**src/rtl/wb_bus_master.sv**
```systemverilog
// Wishbone pipelined bus master fed by the UART command word stream.
// One outstanding transaction; every accepted command except non-abort
// SPECIAL ops produces exactly one response word.
//
// state | meaning
// IDLE  | no bus cycle open, commands accepted
// REQ   | cyc and stb high, waiting for the slave to take the request
// WAIT  | request taken, cyc high, waiting for ack/err/timeout
module wb_bus_master #(
   parameter int DW      = 32,
   parameter int AW      = 30,
   parameter int TIMEOUT = 1023
) (
   input  logic            i_clk,
   input  logic            i_reset,
   input  logic            i_cmd_stb,
   input  logic [DW+1:0]   i_cmd_word,
   output logic            o_cmd_busy,
   output logic            o_rsp_stb,
   output logic [DW+1:0]   o_rsp_word,
   output logic            o_wb_cyc,
   output logic            o_wb_stb,
   output logic            o_wb_we,
   output logic [AW-1:0]   o_wb_addr,
   output logic [DW-1:0]   o_wb_data,
   output logic [DW/8-1:0] o_wb_sel,
   input  logic            i_wb_stall,
   input  logic            i_wb_ack,
   input  logic            i_wb_err,
   input  logic [DW-1:0]   i_wb_data
);

   localparam int TW = $clog2(TIMEOUT + 1);
   localparam logic [TW-1:0] TIMER_LAST = TW'(TIMEOUT - 1);

   localparam logic [1:0] CMD_READ    = 2'b00;
   localparam logic [1:0] CMD_WRITE   = 2'b01;
   localparam logic [1:0] CMD_ADDR    = 2'b10;
   localparam logic [1:0] CMD_SPECIAL = 2'b11;

   localparam logic [2:0] OP_RESET    = 3'd0;
   localparam logic [2:0] OP_BUS_ERR  = 3'd1;
   localparam logic [2:0] OP_TIMEOUT  = 3'd2;

   localparam logic [DW+1:0] RSP_RESET   = {2'b11, OP_RESET,   {(DW-3){1'b0}}};
   localparam logic [DW+1:0] RSP_BUS_ERR = {2'b11, OP_BUS_ERR, {(DW-3){1'b0}}};
   localparam logic [DW+1:0] RSP_TIMEOUT = {2'b11, OP_TIMEOUT, {(DW-3){1'b0}}};
   localparam logic [DW+1:0] RSP_ACK     = {2'b01, {DW{1'b0}}};

   typedef enum logic [1:0] {IDLE, REQ, WAIT} state_t;

   state_t          state, state_nxt;
   logic [TW-1:0]   timer, timer_nxt;
   logic [AW-1:0]   addr, addr_nxt;
   logic [DW-1:0]   data, data_nxt;
   logic            we, we_nxt;
   logic            inc_en, inc_en_nxt;
   logic            rst_pend;
   logic            rsp_stb, rsp_stb_nxt;
   logic [DW+1:0]   rsp_word, rsp_word_nxt;

   logic [1:0]      cmd_code;
   logic [DW-1:0]   payload;
   logic [2:0]      special_op;
   logic            busy;
   logic            accept;
   logic            abort;

   assign cmd_code   = i_cmd_word[DW+1:DW];
   assign payload    = i_cmd_word[DW-1:0];
   assign special_op = payload[DW-1:DW-3];

   assign busy   = (state != IDLE);
   assign accept = i_cmd_stb && !busy;
   // Abort bypasses busy so a hung or slow transaction can always be killed.
   assign abort  = i_cmd_stb && (cmd_code == CMD_SPECIAL) && (special_op == OP_RESET);

   assign o_cmd_busy = busy;
   assign o_wb_cyc   = busy;
   assign o_wb_stb   = (state == REQ);
   assign o_wb_we    = we;
   assign o_wb_addr  = addr;
   assign o_wb_data  = data;
   assign o_wb_sel   = '1;
   assign o_rsp_stb  = rsp_stb;
   assign o_rsp_word = rsp_word;

   // Next-state, bus and response decisions for the coming edge.
   always_comb begin
      state_nxt    = state;
      timer_nxt    = timer;
      addr_nxt     = addr;
      data_nxt     = data;
      we_nxt       = we;
      inc_en_nxt   = inc_en;
      rsp_stb_nxt  = 1'b0;
      rsp_word_nxt = rsp_word;

      // The post-reset announcement shares the RESET code with abort, so a
      // coincident abort still yields a single identical response.
      if (rst_pend) begin
         rsp_stb_nxt  = 1'b1;
         rsp_word_nxt = RSP_RESET;
      end

      if (abort) begin
         state_nxt    = IDLE;
         we_nxt       = 1'b0;
         rsp_stb_nxt  = 1'b1;
         rsp_word_nxt = RSP_RESET;
      end else begin
         case (state)
            IDLE: begin
               if (accept) begin
                  case (cmd_code)
                     CMD_READ: begin
                        state_nxt = REQ;
                        we_nxt    = 1'b0;
                        timer_nxt = '0;
                     end
                     CMD_WRITE: begin
                        state_nxt = REQ;
                        we_nxt    = 1'b1;
                        data_nxt  = payload;
                        timer_nxt = '0;
                     end
                     CMD_ADDR: begin
                        addr_nxt     = payload[AW-1:0];
                        inc_en_nxt   = !payload[AW];
                        rsp_stb_nxt  = 1'b1;
                        rsp_word_nxt = {CMD_ADDR, payload};
                     end
                     default: ;
                  endcase
               end
            end
            REQ, WAIT: begin
               // ack may arrive while still stalled in REQ; it still ends the cycle.
               if (i_wb_err || i_wb_ack || (timer == TIMER_LAST)) begin
                  state_nxt   = IDLE;
                  we_nxt      = 1'b0;
                  rsp_stb_nxt = 1'b1;
                  if (i_wb_err) begin
                     rsp_word_nxt = RSP_BUS_ERR;
                  end else if (i_wb_ack) begin
                     rsp_word_nxt = we ? RSP_ACK : {2'b00, i_wb_data};
                     if (inc_en) begin
                        addr_nxt = addr + AW'(1);
                     end
                  end else begin
                     rsp_word_nxt = RSP_TIMEOUT;
                  end
               end else begin
                  timer_nxt = timer + TW'(1);
                  if ((state == REQ) && !i_wb_stall) begin
                     state_nxt = WAIT;
                  end
               end
            end
            default: state_nxt = IDLE;
         endcase
      end
   end

   // State and datapath registers; reset arms the one-shot RESET response.
   always_ff @(posedge i_clk) begin
      if (i_reset) begin
         state    <= IDLE;
         timer    <= '0;
         addr     <= '0;
         data     <= '0;
         we       <= 1'b0;
         inc_en   <= 1'b1;
         rst_pend <= 1'b1;
         rsp_stb  <= 1'b0;
         rsp_word <= '0;
      end else begin
         state    <= state_nxt;
         timer    <= timer_nxt;
         addr     <= addr_nxt;
         data     <= data_nxt;
         we       <= we_nxt;
         inc_en   <= inc_en_nxt;
         rst_pend <= 1'b0;
         rsp_stb  <= rsp_stb_nxt;
         rsp_word <= rsp_word_nxt;
      end
   end

endmodule
```
**config.mk**
```make
export PLATFORM = sky130hd
export DESIGN_NAME = wb_bus_master
export DESIGN_NICKNAME = d
export VERILOG_FILES = /design/src/rtl/wb_bus_master.sv
export SDC_FILE = /design/constraint.sdc
export NUM_CORES = 1
export LEC_CHECK = 0
export CORE_MARGIN = 10
export CORE_UTILIZATION = 50
export CTS_CLUSTER_DIAMETER = 200
export DETAILED_ROUTE_END_ITERATION = 10
export PLACE_DENSITY_LB_ADDON = 0.25
export SLEW_MARGIN = 0
export SYNTH_ARGS = -nofsm -noshare
export SYNTH_HDL_FRONTEND = slang
export SYNTH_SLANG_ARGS = --single-unit
```
**constraint.sdc**
```tcl
create_clock -name i_clk -period 6.1 [get_ports i_clk]
set_clock_uncertainty 0.1 [all_clocks]
set_input_delay 1.22 -clock i_clk [delete_from_list [all_inputs] [get_ports i_clk]]
set_output_delay 1.22 -clock i_clk [all_outputs]
set_load 0.05 [all_outputs]
```
Word level (Yosys, flattened, before mapping) --
Cells that the tools add are included.
Word-level totals: word-level logic and storage cells 88, latch bits 0, input bits 72, output and inout bits 105, bits in read-only memories 0, memories 0, memory bits (writable) 0, register bits 112
Cells by class: mux-type cells 36, eq/ne operators 16, div/mod/pow operators 0, add/subtract/negate cells 2, magnitude comparators 0, reduce and logical (&&, ||, !) cells 23, bitwise operators 1, multiply operators 0, shift operators 0
Operator list (count):
- 2-to-1 mux 34 bit | 7
- 2-to-1 mux 30 bit | 6
- case mux 34 bit (2 select lines) | 1
- case mux 30 bit (2 select lines) | 1
- 2-to-1 mux 33 bit | 1
- adder 30 x 1 -> 30 bit, second input constant | 1
- 2-to-1 mux 10 bit | 3
- case mux 10 bit (2 select lines) | 1
- inequality test 2 bit, second input constant | 7
- AND reduction 4 bit | 3
- adder 10 x 1 -> 10 bit, second input constant | 1
- == test 10 bit, second input constant | 1
- 2-to-1 mux 1 bit | 8
- 2-to-1 mux 2 bit | 4
- AND reduction 8 bit | 1
- == test 2 bit, second input constant | 3
- case mux 1 bit (2 select lines) | 3
- OR reduction 2 bit | 3
- AND reduction 5 bit | 1
- == test 2 x 1 -> 1 bit, second input constant | 2
- logical AND 1 bit | 4
- logical NOT 2 bit | 2
- case mux 2 bit (2 select lines) | 1
- nonzero test 2 bit | 2
- 8 further kinds | 11

Logic depth before layout (Yosys ltp) --
word-level depth 6, mapped depth 11, gate-level depth less buffers 7

Least setup slack after synthesis --
No wires, ideal clock.
path kind flip-flop to output port, start point register state[0], end point output port o_wb_cyc, data required time 4.780 ns, arrival 1.361 ns, cell stages (with the launch flop) 6, setup slack 3.419 ns, buffers on the path 2, cells stage by stage dfxtp_1 -> inv_1 -> ha_1 -> buf_2 -> inv_1 -> buf_4
On the way: word-level cells in the longest chain between the ends 1
RTL lines:
- start, declared | line 52 | state_t state, state_nxt;
- start signal, assigned | line 178 | state <= state_nxt;
- nonzero test 2 bit | line 73 | assign busy = (state != IDLE);
- end, declared | line 21 | output logic o_wb_cyc,
Every way passes these cells.

Worst setup path in the final report --
start point register state[0], end point register timer[2]
On the way: word-level cells in the longest chain between the ends 5, elaborated cells on any way between the ends 13, those cells by class 5 x eq/ne; 1 x mux; 7 x reduce/logical
RTL lines:
- nonzero test 2 bit | line 73
- logical NOT 1 bit | line 74 | assign accept = i_cmd_stb && !busy;
- logical AND 1 bit | line 74
- inequality test 2 bit (no line)
- AND reduction 5 bit (no line)
- end signal, assigned | line 179 | timer <= timer_nxt;
- end, declared | line 53 | logic [TW-1:0] timer, timer_nxt;
Several ways; a longest one is shown, not always the timed one. A chain may end at the register's enable or synchronous reset.

==> impl_metrics.py <==
metrics = {
    "status": {
        "run_status": "complete, no violations",
    },
    "detailed_routing": {
        "drc": 0,
        "top_signal_layer_used": "met4",
        "routed_wirelength_um": 19400,
        "detail-route-antenna-nets": 0,
        "first_pass_iters": 6,
        "dr_wl_met3_um": 2270,
        "drtIter0Drc": 628,
        "detailroute.via_count": 5952,
        "detailroute.wirelength.met2_um": 9030,
        "m1WireLength_um": 7780,
        "drt-vias-per-instance": 6.23,
        "wl_per_cell_um": 20.2,
    },
    "die": {
        "dieWidth_um": 125,
        "core_region_um2": 10800,
        "die_area_um2": 15600,
        "fp.dieH_um": 125,
        "initial_core_util": 0.508,
        "ports_placed_on_the_boundary": 177,
        "placementRows": 38,
    },
    "clock_network": {
        "cts.reportedPaths.clkPinSlew_ns": 0.10,
        "cts_repair_resized_insts": 0,
        "post_cts_hold_buffer_count": 0,
        "cts-root-buf": "clkbuf_8",
        "worst_skew_pair.late_latency_ns": 0.39,
        "htree_num_levels": 3,
        "total_cts_buffers": 9,
        "ctsLongestPathBuffers": 2,
        "cts_tree": "yes",
        "clock-sinks": 112,
        "postCtsSetupRepairBufs": 0,
    },
    "synth": {
        "synth-main-ff-cell": "dfxtp_1",
        "synthesis.area_per_instance_um2": 8.14,
        "post_synth_num_cell_types": 60,
        "synth_top_area_cell": "dfxtp_1",
        "netlist_area_um2": 5490,
        "synth_cells": 674,
        "synth.yosys.seq_area_share": 0.409,
        "synth-edff-count": 0,
        "synth_seq_cells": 112,
        "synth_top_area_frac": 0.409,
        "synth-async-reset-ratio": 0,
        "yosys_warnings": 0,
        "synth_top_cells_by_area": "dfxtp_1 (41%), nand2_1 (7.6%), a21oi_1 (6.3%), o2bb2ai_1 (5.1%), a22oi_1 (4.4%)",
    },
    "setup_path": {
        "setup.worst_path.end_class": "flop",
        "worstPathMaxFanout": 63,
        "worstPathRequired_ns": 6.34,
        "worstSetupPathType": "flop to flop",
        "worst-endpoint-arrival_ns": 3.65,
        "critical_path.startpoint_type": "flop",
    },
    "place": {
        "post-place-ws_ns": 2.35,
        "portBuffers": 172,
        "dpl-instance-area_um2": 7220,
        "place_congestion": 0.965,
        "dp_hpwl_um": 13800,
    },
    "timing": {
        "hold_viol_final": 0,
        "final-max-slew-violation-count": 0,
        "final-setup-viol-count": 0,
        "setup_total_negative_slack_ns": 0,
        "finalCritPeriodShare": 0.559,
        "final.min_clock_period_ns": 3.41,
        "maxSlewHeadroom": 0.277,
        "crit_path_setup_slack_layout_ns": 2.69,
        "max_clock_freq_ghz": 0.293,
        "finalHoldWorstSlack_ns": 0.361,
        "setup_repair_after_global_routing_missed_its_margin": "false",
        "worst_slew_pin_slew_ns": 1.08,
    },
    "finish": {
        "design.final.nets": 892,
        "diodes": 0,
        "area_delta_synth_final_pct": 34.5,
        "layout_commonest_cell": "clkdlybuf4s50_1",
        "finalInstanceArea_um2": 7380,
        "layout_common_cells": "clkdlybuf4s50_1 (171), dfxtp_1 (112), nand2_1 (111)",
        "layout-drive-gt1-share": 0.0478,
    },
    "global_routing": {
        "number_of_global_route_vias_before_repair": 5692,
        "pin_count_of_the_biggest_net_entering_global_routing": 70,
        "grt_pass1_wl_um": 30400,
        "grt.overflow.total": 0,
        "number_of_antenna_violations_at_the_first_check_in_global_routing": 0,
        "grt_util_all_layers": 0.232,
    },
    "power_and_ir_drop": {
        "power_density_nw_per_um2": 274,
        "maximum_resistive_drop_on_vdd_v": 0.000135,
        "p_leak_nw": 2.40,
        "power.total_w": 0.00203,
    },
    "job": {
        "drv.max_cap_violation_count": 0,
    },
    "min_path": {
        "holdCritPathClass": "flop to flop",
    },
}
-- flip-flops by register name, summed over array words and instances, names as in the netlist --
| register | flops |
|---|---|
| o_rsp_word | 34 |
| o_rsp_stb | 1 |
| o_wb_data | 32 |
| state | 2 |
| o_wb_we | 1 |
| timer | 10 |
| o_wb_addr | 30 |
| rst_pend | 1 |
| inc_en | 1 |
-- Yosys cell counts (2+ instances only) --
cell type,instances
o22ai_1,6
nor3_1,25
a21oi_1,69
or3_4,2
mux2i_1,4
inv_1,12
nand3_1,14
a22oi_1,32
a31o_2,2
or3_1,6
ha_1,7
nand4b_1,2
a31oi_1,8
nand4_1,14
o2bb2ai_1,32
buf_2,12
o2111ai_1,2
clkinv_1,2
clkbuf_1,37
buf_4,5
a21boi_0,2
a211oi_1,13
nor2b_1,6
nor2_1,28
o211ai_1,2
o32ai_1,3
nand2_1,111
and4_1,4
a311oi_1,2
nor4_1,10
a41oi_1,4
o21ai_0,28
or4_1,5
o41ai_1,4
o31ai_1,7
nand2b_1,2
and3_1,9
dfxtp_1,112
and2_1,8
-- stage by stage --
step / instances / utilization
after floorplan: 677 / -
after global placement: 942 / 0.669
after detailed placement: 942 / 0.669
after CTS: 956 / 0.684
after global routing: 956 / 0.684
final: 956 / 0.684
-- routing by layer --
| layer | GRT usage | up-vias |
|---|---|---|
| met5 | 0 | - |
| met4 | 0.0631 | 0 |
| met3 | 0.0898 | 21 |
| met2 | 0.374 | 333 |
| met1 | 0.282 | 2826 |
| li1 | - | 2772 |
-- critical path, cell delays in order (launching register included) --
cell      delay, ns
dfxtp_1        0.40
inv_1          0.09
ha_2           1.04
clkinv_1       0.71
a31o_4         0.44
or4_1          0.50
nand2_1        0.07
-- final cells by class --
class / count / area [um^2]
Fill cell: 891 / 3410
Multi-Input combinational cell: 495 / 2970
Sequential cell: 112 / 2240
Timing Repair Buffer: 181 / 1780
Tap cell: 140 / 175
Clock buffer: 12 / 145
Inverter: 14 / 52.6
Clock inverter: 2 / 17.5
-- where the power goes --
| part | leakage (nW) | internal [W] | total (W) | switching, W |
|---|---|---|---|---|
| registers | 0.912 | 0.000793 | 0.000863 | 0.0000694 |
| clock network | 0.0825 | 0.000158 | 0.000408 | 0.000250 |
| logic | 1.41 | 0.000254 | 0.000754 | 0.000501 |
-- worst paths after layout --
path	startpoint	to	slack [ns]	cells after the start
max	state[0]$_SDFFE_PP0P_	timer[2]$_SDFFE_PP0P_	2.69	6
min	o_wb_data[27]$_SDFFE_PP0P_	o_wb_data[27]$_SDFFE_PP0P_	0.36	2
max reg2reg	state[0]$_SDFFE_PP0P_	timer[2]$_SDFFE_PP0P_	2.69	6
min reg2reg	o_wb_data[27]$_SDFFE_PP0P_	o_wb_data[27]$_SDFFE_PP0P_	0.36	2
-- cells by family (layout without fill, tap and decap cells) --
| kind of cell | after synthesis | in the layout | synth area share |
|---|---|---|---|
| and+or+nand+nor | 252 | 252 | 0.228 |
| AOI/OAI and AO/OA | 228 | 228 | 0.283 |
| DFF | 112 | 112 | 0.409 |
| buffers and inverters | 70 | 209 | 0.0556 |
| adders and majority gates | 7 | 7 | 0.0160 |
| muxes | 4 | 4 | 0.00730 |
| other | 1 | 4 | 0.000683 |
Note: power is estimated with default switching activity, not from simulation.
